### src/rtl/packet_grant_mux_pkg.sv
// Shared types and helpers for the packet grant mux: FSM state encoding and
// the one-hot legality check applied to the arbiter grant.
package pgm_pkg;

  typedef enum logic {
    IDLE   = 1'b0,
    LOCKED = 1'b1
  } pgm_state_t;

  // Widest grant vector the legality check accepts; callers zero-extend.
  localparam int PGM_MAX_W = 32;

  function automatic logic is_onehot(input logic [PGM_MAX_W-1:0] vec);
    return (vec != '0) && ((vec & (vec - PGM_MAX_W'(1))) == '0);
  endfunction

endpackage

### src/rtl/onehot_data_mux.sv
// AND-OR selector: returns the lane picked by a one-hot select, or zero when
// the select is empty.
module onehot_data_mux #(
  parameter int NUM_PORTS = 4,
  parameter int WIDTH     = 9
) (
  input  logic [NUM_PORTS-1:0]       sel,
  input  logic [NUM_PORTS*WIDTH-1:0] data,
  output logic [WIDTH-1:0]           y
);

  always_comb begin
    y = '0;
    for (int k = 0; k < NUM_PORTS; k++) begin
      y = y | (data[k*WIDTH +: WIDTH] & {WIDTH{sel[k]}});
    end
  end

endmodule

### src/rtl/packet_grant_mux.sv
// Locks the arbiter's one-hot grant for a whole packet and forwards the owner's
// beats through a single registered valid/ready output stage.
module packet_grant_mux
  import pgm_pkg::*;
#(
  parameter int NUM_PORTS = 4,
  parameter int DATA_W    = 8
) (
  input  logic                        clk,
  input  logic                        reset_n,
  input  logic [NUM_PORTS-1:0]        req_i,
  input  logic [NUM_PORTS*DATA_W-1:0] data_i,
  input  logic [NUM_PORTS-1:0]        last_i,
  input  logic [NUM_PORTS-1:0]        gnt_i,
  output logic [NUM_PORTS-1:0]        ready_o,
  output logic                        out_valid_o,
  output logic [DATA_W-1:0]           out_data_o,
  output logic                        out_last_o,
  input  logic                        out_ready_i,
  output logic [NUM_PORTS-1:0]        owner_o,
  output logic                        busy_o
);

  localparam int BEAT_W = DATA_W + 1;

  // Handshake: a beat moves from port k when req_i[k] & ready_o[k] are both
  // high at a rising edge; the output beat moves when out_valid_o &
  // out_ready_i are both high. Once raised, out_valid_o and its payload stay
  // put until the downstream takes them.

  pgm_state_t                  state;
  logic                        can_load;
  logic                        accept;
  logic                        gnt_legal;
  logic [NUM_PORTS*BEAT_W-1:0] beat_bus;
  logic [BEAT_W-1:0]           sel_beat;

  always_comb begin
    beat_bus = '0;
    for (int k = 0; k < NUM_PORTS; k++) begin
      beat_bus[k*BEAT_W +: BEAT_W] = {last_i[k], data_i[k*DATA_W +: DATA_W]};
    end
  end

  onehot_data_mux #(
    .NUM_PORTS (NUM_PORTS),
    .WIDTH     (BEAT_W)
  ) u_beat_mux (
    .sel  (owner_o),
    .data (beat_bus),
    .y    (sel_beat)
  );

  assign can_load  = ~out_valid_o | out_ready_i;
  assign ready_o   = (state == LOCKED) ? (owner_o & {NUM_PORTS{can_load}}) : '0;
  assign accept    = |(req_i & ready_o);
  assign busy_o    = (state == LOCKED);
  assign gnt_legal = is_onehot(PGM_MAX_W'(gnt_i));

  always_ff @(posedge clk) begin
    if (!reset_n) begin
      state       <= IDLE;
      owner_o     <= '0;
      out_valid_o <= 1'b0;
      out_data_o  <= '0;
      out_last_o  <= 1'b0;
    end else begin
      case (state)
        IDLE: begin
          // A lock may be taken while the previous packet's tail still sits
          // in the output register; ready_o waits on can_load.
          if (gnt_legal) begin
            owner_o <= gnt_i;
            state   <= LOCKED;
          end
        end
        LOCKED: begin
          if (accept && sel_beat[DATA_W]) begin
            owner_o <= '0;
            state   <= IDLE;
          end
        end
        default: begin
          owner_o <= '0;
          state   <= IDLE;
        end
      endcase

      if (accept) begin
        out_valid_o <= 1'b1;
        out_data_o  <= sel_beat[DATA_W-1:0];
        out_last_o  <= sel_beat[DATA_W];
      end else if (out_valid_o && out_ready_i) begin
        out_valid_o <= 1'b0;
      end
    end
  end

endmodule

### config.mk
export PLATFORM = sky130hd
export DESIGN_NAME = packet_grant_mux
export DESIGN_NICKNAME = d
export VERILOG_FILES = /design/src/rtl/packet_grant_mux_pkg.sv /design/src/rtl/onehot_data_mux.sv /design/src/rtl/packet_grant_mux.sv
export SDC_FILE = /design/constraint.sdc
export NUM_CORES = 1
export LEC_CHECK = 0
export CORE_MARGIN = 2
export CORE_UTILIZATION = 45
export CTS_BUF_LIST = sky130_fd_sc_hd__clkbuf_8
export DETAILED_ROUTE_END_ITERATION = 10
export DONT_BUFFER_PORTS = 1
export PLACE_DENSITY = 0.66
export SLEW_MARGIN = 10
export SYNTH_ARGS = -nofsm -noshare
export SYNTH_HDL_FRONTEND = slang
export SYNTH_SLANG_ARGS = --single-unit
### constraint.sdc
create_clock -name clk -period 2.15 [get_ports clk]
set_clock_uncertainty 0.1 [all_clocks]
set_input_delay 0.1075 -clock clk [delete_from_list [all_inputs] [get_ports clk]]
set_output_delay 0.1075 -clock clk [all_outputs]
set_load 0.005 [all_outputs]
* Yosys cells after proc, flatten, opt, wreduce, memory -nomap -nowiden
Index checks and enable logic that the tools add are counted.
** Storage, ports and cells
- Register bits after elaboration :: 15
- Bits of input ports :: 47
- Output and inout port bits :: 19
- Logic and storage cells :: 38
** Cells by class
- Add/subtract/negate cells :: 1
- Equal/unequal tests :: 2
- Mux-type cells :: 9
- Bitwise gates (word level) :: 13
- Reductions and logical operators :: 8
** Operators with widths (number)
- AND 9 bit :: 4
- AND 4 x 32 -> 32 bit :: 1
- zero test 32 bit :: 1
- OR 9 bit :: 3
- 2-to-1 mux 4 bit :: 3
- AND 4 bit :: 2
- case mux 4 bit (2 select lines) :: 1
- subtractor 4 x 1 -> 5 bit (second input constant) :: 1
- 2-to-1 mux 1 bit :: 4
- nonzero test 4 bit :: 1
- OR reduction 4 bit :: 1
- logical AND 1 bit :: 3
- != test 2 x 1 -> 1 bit (second input constant) :: 1
- != test 2 bit (second input constant) :: 1
- inverter 1 bit :: 2
- case mux 1 bit (2 select lines) :: 1
- AND reduction 2 bit :: 1
- nonzero test 2 bit :: 1
- OR 1 bit :: 1

* Depth between registers and ports, before layout
- Depth after elaboration :: 9
- Gate-level depth with buffers :: 5
- Mapped depth without buffers :: 4

* By module
A second synthesis with hierarchy kept.
** Unflattened totals
- Cell total of the unflattened synthesis :: 97
- Area, all modules :: 900.9 um2
** Modules (own cells, without submodules)
- packet_grant_mux :: times used 1, cells an instance 66, area each 686.9 um2, seq. area each 300.3 um2
- onehot_data_mux :: times used 1, cells an instance 31, area each 214.0 um2, seq. area each 0.0 um2

* Worst setup path after synthesis
OpenSTA, ideal clock, no wires.
- Path type :: register to register
- Start point :: register owner_o[0]
- End point :: register out_last_o
- Library setup time :: 0.115 ns
- Arrival :: 1.107 ns
- Required time :: 1.935 ns
- Path slack :: 0.828 ns
- Stages on the path, launching flop included :: 6
- Buffers on the path :: 1
- Period minus slack after synthesis :: 1.322 ns
- Cell sequence :: dfxtp_1 > a22o_1 > o211ai_2 > buf_4 > nor2_2 > o21a_1
** Between the ends
- Word-level cells in the longest chain between the ends :: 4
- Elaborated cells between the ends (all ways) :: 8
- Those cells by class :: mux: 1; bitwise: 6; reduce/logical: 1
** RTL lines
- start: declaration :: line packet_grant_mux.sv:20 : output logic [NUM_PORTS-1:0] owner_o,
- start signal: assignment :: line packet_grant_mux.sv:73 : owner_o <= gnt_i;
- AND 4 bit / AND 9 bit (equally long branches) :: line packet_grant_mux.sv:55, onehot_data_mux.sv:15
- 2-to-1 mux 4 bit / OR 9 bit (equally long branches) :: line packet_grant_mux.sv:55, onehot_data_mux.sv:15
- AND 4 bit / OR 9 bit (equally long branches) :: line packet_grant_mux.sv:56, onehot_data_mux.sv:15
- OR reduction 4 bit / OR 9 bit (equally long branches) :: line packet_grant_mux.sv:56, onehot_data_mux.sv:15
- end signal: assignment :: line packet_grant_mux.sv:92 : out_last_o <= sel_beat[DATA_W];
- end: declaration :: line packet_grant_mux.sv:18 : output logic out_last_o,
Several ways; a longest one is shown, not always the timed one.
A chain may end at the register's enable or synchronous reset.

==> reports/qor.yml <==
dr.pass1.iters: 4
netlist.area_leader.share_pct: 35.1
layout-drive-gt1-share_pct: 11.3
synth_common_cells: "16 x a22oi_1, 15 x dfxtp_1, 12 x nand2_1, 9 x a21boi_0, 8 x a21o_1"
design.core.area_mm2: 0.00176
slew_viol_final: 0
h-tree-depth: 1
fin_util_pct: 56.4
rows: 15
maxSlewHeadroom_pct: 60.0
cts_tree: "built"
grtUsageTotal_pct: 20.6
min_period_ns: 1.77
power-per-cell-area_mw_per_mm2: 601
synthCells: 99
num_io_pins: 66
synth_cell_type_count: 26
crit_fanout: 19
max_freq_ghz: 0.566
grt_overflow: 0
cts_setup_buffers: 0
routed_via_density: 6.37
power_leakage_nw: 0.308
drt_iter0_drc: 12
clk_pin_slew_ns: 0.06
io_buffers: 0
hpwl_mm: 1.66
synth_most_common_cell: "a22oi_1"
grt_antenna_before_repair: 0
synth-seq-area-share_pct: 35.1
avgSynthCellArea_um2: 8.63
synth_top_area_cell: "dfxtp_1"
ys_seq_elements: 15
route.detailed.drc: 0
yosysWarnings: 0
place_congestion: 0.700
finalHoldViolCount: 0
die_h_um: 47.6
synth_nets: 146
dieArea_mm2: 0.00226
fillers: 193
wl_per_cell_um: 17.6
timing.final.crit_share_pct: 82.2
cp-start-kind: "primary input"
synthTopCellsByArea: "dfxtp_1 35%, a22oi_1 14%, a21boi_0 7.9%"
rsz0062_at_grt: "false"
area_delta_synth_final_pct: 16.4
cts_buffers: 3
clock_sinks: 15
post_cts_resize_count: 0
grt_max_degree: 20
setup_tns_ns: 0
ir_drop_mv: 0.335
required_ns: 2.21
start_util_pct: 48.4
cap_violations: 0
antenna_cells: 0
outcome: "complete, no violations"
tightest_slew_ns: 0.598
drt_wl_total_mm: 2.31
grt_pass1_vias: 748
hp-class: "primary input to flop"
synth_edf_count: 0
netlist_area_um2: 855
insertion_delay_ns: 0.24
grt_first_pass_wirelength_mm: 3.20
num_vias: 834
crit_type: "primary input to flop"
die_w_um: 47.6
end_kind: "flop"
synth-async-reset-ratio_pct: 0
crit_arrival_ns: 1.83
fin_nets: 154
clock-root-buffer: "clkbuf_8"
synthFlopType: "dfxtp_1"
cts_buffer_depth: 2
postRouteAntennaNets: 0
finalSetupViolCount: 0
cts_hold_buffers: 6
==> state kept, by name (all words and copies together), names as in the netlist <==
| register | flops |
|---|---|
| busy_o | 1 |
| out_data_o | 8 |
| out_last_o | 1 |
| out_valid_o | 1 |
| owner_o | 4 |
==> power breakdown <==
group | internal [mW] | switching (mW)
combinational | 0.0345 | 0.0380
sequential | 0.284 | 0.00990
clock | 0.128 | 0.103
==> logic make-up (layout without fill, tap and decap cells) <==
kind of cell	Yosys count	after routing	synth area share, %
XOR/XNOR	1	1	1.03
AO/OA/AOI/OAI	50	50	45.4
AND/OR/NAND/NOR	24	24	13.9
buffers and inverters	9	16	4.54
flip-flops	15	15	35.1
==> routing by layer <==
metal,vias to the layer above,routed length (µm),GRT usage [%]
li1,394,-,-
met1,386,1020,24.5
met2,50,1040,34.3
met3,4,229,6.79
met4,0,21,8.11
met5,-,0,0
==> path summary, 6_finish.rpt <==
path / from / end / slack (ns) / depth (start not counted)
worst max-delay path: reset_n / owner_o[2]$_SDFFE_PN0P_ / 0.38 / 4
worst min-delay path: gnt_i[1] / owner_o[3]$_SDFFE_PN0P_ / 0.006 / 3
worst min register to register: out_data_o[5]$_SDFFE_PN0P_ / out_data_o[5]$_SDFFE_PN0P_ / 0.38 / 2
worst max register to register: owner_o[0]$_SDFFE_PN0P_ / out_data_o[1]$_SDFFE_PN0P_ / 0.43 / 5
==> final cells by class <==
cell class                      instances  area, µm²  area share [%]
Clock buffer                            3       41.3            4.15
Clock inverter                          1       5.00           0.503
Inverter                                1       3.75           0.377
Multi-Input combinational cell         75        515            51.8
Sequential cell                        15        300            30.2
Tap cell                               25       31.3            3.14
Timing Repair Buffer                   11       97.6            9.81
==> metrics by stage <==
step	cell area (µm²)	total power [mW]	setup slack, ns	hold slack (ns)	std cells
4_1_cts	995	0.601	0.414	0.00348	131
2_1_floorplan	855	0.348	0.828	0.155	99
3_3_place_gp	888	0.358	0.514	0.135	121
3_5_place_dp	888	0.360	0.441	0.130	121
5_1_grt	995	0.627	0.272	0.00688	131
6_report	995	0.598	0.382	0.00620	131
==> cells in the final DEF (no fill, tap or decap), drive strengths merged, types with 4 or more instances in the layout <==
master       netlist  layout
a21boi            10      10
a21o               8       8
a22oi             16      16
and3               4       4
buf                3       5
dfxtp             15      15
dlygate4sd3        0       6
nand2             12      12
o31ai              4       4
==> worst max-delay path, cell delays in order <==
cell and delay, ns:
dlygate4sd3_1 0.92, nand4_1 0.16, dlygate4sd3_1 0.59, o31ai_1 0.06
No activity file was read; power rests on OpenSTA's default activity.
